<file path="config.mk">
export PLATFORM = sky130hd
export DESIGN_NAME = mux_display_capture
export DESIGN_NICKNAME = d
export VERILOG_FILES = /design/src/rtl/mux_display_capture.sv
export SDC_FILE = /design/constraint.sdc
export NUM_CORES = 1
export LEC_CHECK = 0
export ABC_AREA = 1
export BUFFER_PORTS_ARGS = -buffer_cell sky130_fd_sc_hd__buf_2
export CORE_AREA = 2 2 130 132
export DETAILED_ROUTE_END_ITERATION = 16
export DIE_AREA = 0 0 132 134
export HOLD_SLACK_MARGIN = 0.05
export PLACE_DENSITY = 0.64
export SYNTH_ARGS = -nofsm -noshare
export SYNTH_HDL_FRONTEND = slang
export SYNTH_SLANG_ARGS = --single-unit
</file>
<file path="constraint.sdc">
create_clock -name CLK -period 1.95 [get_ports CLK]
set_input_delay 0 -clock CLK [delete_from_list [all_inputs] [get_ports CLK]]
set_output_delay 0 -clock CLK [all_outputs]
set_load 0.005 [all_outputs]
</file>
<file path="src/rtl/mux_display_capture.sv">
// Receive-side monitor for a 4-digit multiplexed seven-segment bus: filters the
// scanned digits, reassembles 28-bit frames and classifies frame-to-frame changes.
module mux_display_capture #(
  parameter int unsigned SETTLE_CYCLES  = 16,
  parameter int unsigned TIMEOUT_CYCLES = 2000000,
  parameter int unsigned CNT_W          = 21
) (
  input  logic        CLK,
  input  logic        RST,
  input  logic [3:0]  AN,
  input  logic [6:0]  DISP,
  output logic [27:0] FRAME,
  output logic        FRAME_VALID,
  output logic        CHANGED,
  output logic        SCROLL_FWD,
  output logic        SCROLL_BWD,
  output logic        SEQ_ERR,
  output logic        MULTI_ERR,
  output logic        STALE
);

  localparam logic [CNT_W-1:0] SETTLE_MAX  = CNT_W'(SETTLE_CYCLES);
  localparam logic [CNT_W-1:0] SETTLE_LAST = CNT_W'(SETTLE_CYCLES - 1);
  localparam logic [CNT_W-1:0] TO_MAX      = CNT_W'(TIMEOUT_CYCLES);
  localparam logic [CNT_W-1:0] TO_LAST     = CNT_W'(TIMEOUT_CYCLES - 1);

  typedef enum logic {HUNT, COLLECT} state_t;

  logic [3:0]       an_s1, an_s2;
  logic [6:0]       disp_s1, disp_s2;
  logic [CNT_W-1:0] settle_cnt;
  logic [CNT_W-1:0] to_cnt;
  logic             bus_chg;
  logic             acc;
  logic [1:0]       acc_idx;
  logic             an_valid;
  logic             an_blank;
  logic             digit_acc;
  logic             blank_acc;
  logic             multi_acc;
  logic             to_hit;

  state_t           state;
  logic [1:0]       exp_idx;
  logic [27:0]      shadow;
  logic             pending;
  logic             have_prev;

  always_ff @(posedge CLK) begin
    if (RST) begin
      an_s1   <= '1;
      an_s2   <= '1;
      disp_s1 <= '1;
      disp_s2 <= '1;
    end else begin
      an_s1   <= AN;
      an_s2   <= an_s1;
      disp_s1 <= DISP;
      disp_s2 <= disp_s1;
    end
  end

  // The filter watches the second flop; a pending difference in the first flop
  // means the value held in the second is about to change.
  assign bus_chg = {an_s1, disp_s1} != {an_s2, disp_s2};

  always_ff @(posedge CLK) begin
    if (RST) begin
      settle_cnt <= '0;
    end else if (bus_chg) begin
      settle_cnt <= '0;
    end else if (settle_cnt != SETTLE_MAX) begin
      settle_cnt <= settle_cnt + 1'b1;
    end
  end

  assign acc = !bus_chg && (settle_cnt == SETTLE_LAST);

  always_comb begin
    acc_idx  = 2'd0;
    an_valid = 1'b0;
    an_blank = 1'b0;
    case (an_s2)
      4'b0111: begin acc_idx = 2'd0; an_valid = 1'b1; end
      4'b1011: begin acc_idx = 2'd1; an_valid = 1'b1; end
      4'b1101: begin acc_idx = 2'd2; an_valid = 1'b1; end
      4'b1110: begin acc_idx = 2'd3; an_valid = 1'b1; end
      4'b1111: an_blank = 1'b1;
      default: ;
    endcase
  end

  assign digit_acc = acc && an_valid;
  assign blank_acc = acc && an_blank;
  assign multi_acc = acc && !an_valid && !an_blank;

  always_ff @(posedge CLK) begin
    if (RST) begin
      to_cnt <= '0;
    end else if (digit_acc || blank_acc) begin
      to_cnt <= '0;
    end else if (to_cnt != TO_MAX) begin
      to_cnt <= to_cnt + 1'b1;
    end
  end

  assign to_hit = !(digit_acc || blank_acc) && (to_cnt == TO_LAST);

  always_ff @(posedge CLK) begin
    if (RST) begin
      state       <= HUNT;
      exp_idx     <= '0;
      shadow      <= '1;
      pending     <= 1'b0;
      have_prev   <= 1'b0;
      FRAME       <= '1;
      FRAME_VALID <= 1'b0;
      CHANGED     <= 1'b0;
      SCROLL_FWD  <= 1'b0;
      SCROLL_BWD  <= 1'b0;
      SEQ_ERR     <= 1'b0;
      MULTI_ERR   <= 1'b0;
      STALE       <= 1'b0;
    end else begin
      FRAME_VALID <= 1'b0;
      CHANGED     <= 1'b0;
      SCROLL_FWD  <= 1'b0;
      SCROLL_BWD  <= 1'b0;
      SEQ_ERR     <= 1'b0;
      if (multi_acc) begin
        MULTI_ERR <= 1'b1;
      end
      if (to_hit) begin
        STALE     <= 1'b1;
        state     <= HUNT;
        exp_idx   <= '0;
        pending   <= 1'b0;
        have_prev <= 1'b0;
      end else begin
        // Frame commit happens one cycle after the last digit lands in the shadow.
        if (pending) begin
          pending     <= 1'b0;
          FRAME       <= shadow;
          FRAME_VALID <= 1'b1;
          have_prev   <= 1'b1;
          if (have_prev && (shadow != FRAME)) begin
            CHANGED <= 1'b1;
            if (shadow[20:0] == FRAME[27:7]) begin
              SCROLL_FWD <= 1'b1;
            end else if (shadow[27:7] == FRAME[20:0]) begin
              SCROLL_BWD <= 1'b1;
            end
          end
        end
        if (digit_acc) begin
          if (acc_idx == 2'd0) begin
            STALE <= 1'b0;
          end
          case (state)
            HUNT: begin
              if (acc_idx == 2'd0) begin
                shadow[6:0] <= disp_s2;
                exp_idx     <= 2'd1;
                state       <= COLLECT;
              end
            end
            COLLECT: begin
              if (acc_idx == exp_idx) begin
                shadow[7*int'(acc_idx) +: 7] <= disp_s2;
                exp_idx <= exp_idx + 2'd1;
                if (exp_idx == 2'd3) begin
                  pending <= 1'b1;
                end
              end else begin
                SEQ_ERR <= 1'b1;
                if (acc_idx == 2'd0) begin
                  shadow[6:0] <= disp_s2;
                  exp_idx     <= 2'd1;
                end else begin
                  exp_idx <= '0;
                  state   <= HUNT;
                end
              end
            end
            default: state <= HUNT;
          endcase
        end
      end
    end
  end

endmodule
</file>
==> impl_metrics.json <==
{
  "outcome": "finished, final reports clean",
  "p_seq_share_pct": 42.8,
  "setup_viol": 0,
  "synth_seq_cells": 132,
  "die-area_um2": 17690,
  "hp-start": "an_s1[1]$_SDFF_PP1_",
  "syn_nets": 1070,
  "io_buffer_count": 47,
  "cp.arrival_ps": 2250,
  "drive_above_1_share_pct": 19.64,
  "end_kind": "flop",
  "hold_end": "an_s2[1]$_SDFF_PP1_",
  "tns_ps": 0,
  "io_pins": 48,
  "drc": 0,
  "r2r_slack_ps": 60,
  "fin_hold_ws_ps": 462.1,
  "antenna_found_initial": 0,
  "cap_viol_max_count": 0,
  "synth_area_leader_cell": "dfxtp_1",
  "avgSynthCellArea_um2": 6.862,
  "dp_hpwl_um": 13060,
  "switching_share_pct": 24.93,
  "clockBufferDepth": 2,
  "multi_input_comb_area_um2": 4207,
  "fin_area_um2": 9171,
  "cp.required_ps": 2310,
  "detail-route-antenna-nets": 0,
  "clkPwrFrac_pct": 49.2,
  "viasPerCell": 5.022,
  "synth_edf_count": 0,
  "async_flop_share_pct": 0,
  "finalPower_mw": 6.429,
  "grt_pass1_wl_um": 30340,
  "dp_slack_ps": -76.32,
  "fmax_ghz": 0.5290,
  "syn_to_final_growth_pct": 27.52,
  "r2r-start": "an_s2[0]$_SDFF_PP1_",
  "cts_tree": "built",
  "worst_pin_slew_ps": 1247,
  "fp.dieH_um": 134,
  "synth_seq_area_share_pct": 36.74,
  "grt_pass1_vias": 6256,
  "synth_area_leaders": "dfxtp_1, nand2_1, nand3_1",
  "num_vias": 6986,
  "vdd.ir_drop.worst_mv": 0.6721,
  "worst-r2r-cell-count": 11,
  "power_frac_comb_pct": 8.0,
  "fin_crit_ps": 1890,
  "yosys_warnings": 0,
  "cts-buffers-inserted": 17,
  "grt_max_degree": 29,
  "drt_iter0_drc": 428,
  "min_path_type": "flop to flop",
  "final_core_util_pct": 56.30,
  "final_cell_mix": "nand2_1, nand3_1, dfxtp_1, nor2_1, inv_1",
  "synth_area_um2": 7192,
  "dp_cells": 1318,
  "clk_pin_slew_worst_paths_ps": 60,
  "synthDistinctLibCells": 36,
  "gr-usage-all-layers_pct": 21.35,
  "maxSlewViolCount": 0,
  "clock_latency_ps": 430,
  "placed_area_um2": 7871,
  "worst-setup-path-type": "flop to flop",
  "routed_wl_um": 19410,
  "initial_core_util_pct": 44.15,
  "period_share_pct": 96.94,
  "clock_sinks": 132,
  "final_nets": 1180,
  "rows": 47,
  "hold_depth": 2,
  "avgRoutedWirePerCell_um": 13.96,
  "fin_ws_ps": 59.74,
  "die_w_um": 132,
  "gp_congestion": 0.8943,
  "p_int_mw": 4.827,
  "diodes": 0,
  "fill_cells": 1534,
  "root_buffer": "clkbuf_16",
  "yosysTopAreaCellShare_pct": 36.74,
  "switchingPower_mw": 1.603,
  "ctsHtreeMaxLevel": 4,
  "skew_ps": 8.789,
  "power.density_nw_per_um2": 701.0,
  "seq_area_um2": 2656,
  "synth_cells": 1048,
  "core-area_um2": 16290,
  "leakagePower_nw": 4.335,
  "cp_max_fo": 7,
  "grt-ovfl-total": 0,
  "rsz0062_at_grt": "yes",
  "first_pass_iters": 8,
  "cp-start-kind": "flop",
  "final_common_cell": "nand2_1",
  "ys.flop_type": "dfxtp_1",
  "slew_headroom_pct": 16.76,
  "finalHoldViolCount": 0,
  "finalNonFillerCells": 1391,
  "worstReg2RegEnd": "FRAME[4]$_SDFFE_PP1P_"
}
flip-flops by register name, indices dropped and copies added, names as in the netlist, 2 cells and up:
name and cells:
FRAME 28, to_cnt 21, shadow 28, exp_idx 2, an_s2 4, disp_s2 7, settle_cnt 21, disp_s1 7
an_s1 4
synthesized netlist by cell type, types with 2 or more instances:
master and count:
xnor2_1 57, buf_4 2, o21a_1 2, ha_1 9
nor2_2 5, nor3_2 2, xor2_1 19, inv_1 97
or2_2 21, or2_0 2, nand4_1 46, buf_2 11
buf_6 5, a21oi_1 32, nand2_1 279, o21ai_1 2
nand2_4 3, o21ai_0 19, nand2_2 5, nor3_1 10
nand3_1 132, nor2_1 108, inv_2 5, clkbuf_1 24
nand3_2 6, nor2_8 2, buf_1 2, dfxtp_1 132
nor4_1 2
worst max-delay path by stage:
stage | start | slack [ps] | endpoint
2_1_floorplan | an_s2[3]$_SDFF_PP1_ | 20 | shadow[16]$_SDFFE_PP1P_
3_3_place_gp | an_s2[0]$_SDFF_PP1_ | -10 | shadow[1]$_SDFFE_PP1P_
3_5_place_dp | an_s2[0]$_SDFF_PP1_ | -80 | shadow[1]$_SDFFE_PP1P_
4_1_cts | to_cnt[0]$_SDFFE_PP0P_ | 0.3 | FRAME[6]$_SDFFE_PP1P_
5_1_grt | an_s2[0]$_SDFF_PP1_ | -60 | FRAME[4]$_SDFFE_PP1P_
6_report | an_s2[0]$_SDFF_PP1_ | 60 | FRAME[4]$_SDFFE_PP1P_
routing by layer:
metal	up-vias	wire (um)	global-route usage (%)
li1	3580	-	-
met1	3145	8728	27.30
met2	209	8993	34.87
met3	52	988	4.573
met4	0	702	9.300
met5	-	0	0
worst max-delay path, cell delays in order (launching register included):
cell,delay (ps)
dfxtp_2,390
nor2_1,70
nor2_2,140
nand2_2,90
buf_4,160
nand2_1,90
nand4_1,190
nand2_4,170
buf_12,170
clkbuf_16,170
nand3_1,60
nand3_1,120
power by group through the flow:
stage	logic [mW]	clock network [mW]	registers, mW
3_5_place_dp	0.431	0	2.81
5_1_grt	0.582	3.35	2.75
2_1_floorplan	0.308	0	2.80
3_3_place_gp	0.427	0	2.81
4_1_cts	0.469	3.22	2.75
6_report	0.516	3.16	2.75
logic make-up after synthesis:
group,count (synthesis),share of synthesized area (%)
fa+ha+maj,9,1.566
simple gates,626,39.75
flops,132,36.74
compound gates,58,4.193
xor+xnor,76,9.255
buf+inv,147,8.490
what timing repair did:
item                       CTS  global route
hold buffers                23             0
buffers inserted             0            10
pin swaps                    0            12
resized for setup            4            57
hold endpoints to repair    17             0
setup endpoints to repair   58            86
gates cloned                 0             8
cell type report:
class / count / area share (%)
Multi-Input combinational cell: 773 / 45.87
Timing Repair Buffer: 131 / 11.56
Tap cell: 220 / 3.001
Inverter: 103 / 4.243
Sequential cell: 132 / 28.96
Clock buffer: 18 / 4.679
Clock inverter: 14 / 1.692
Note: power is estimated with default switching activity, not from simulation.
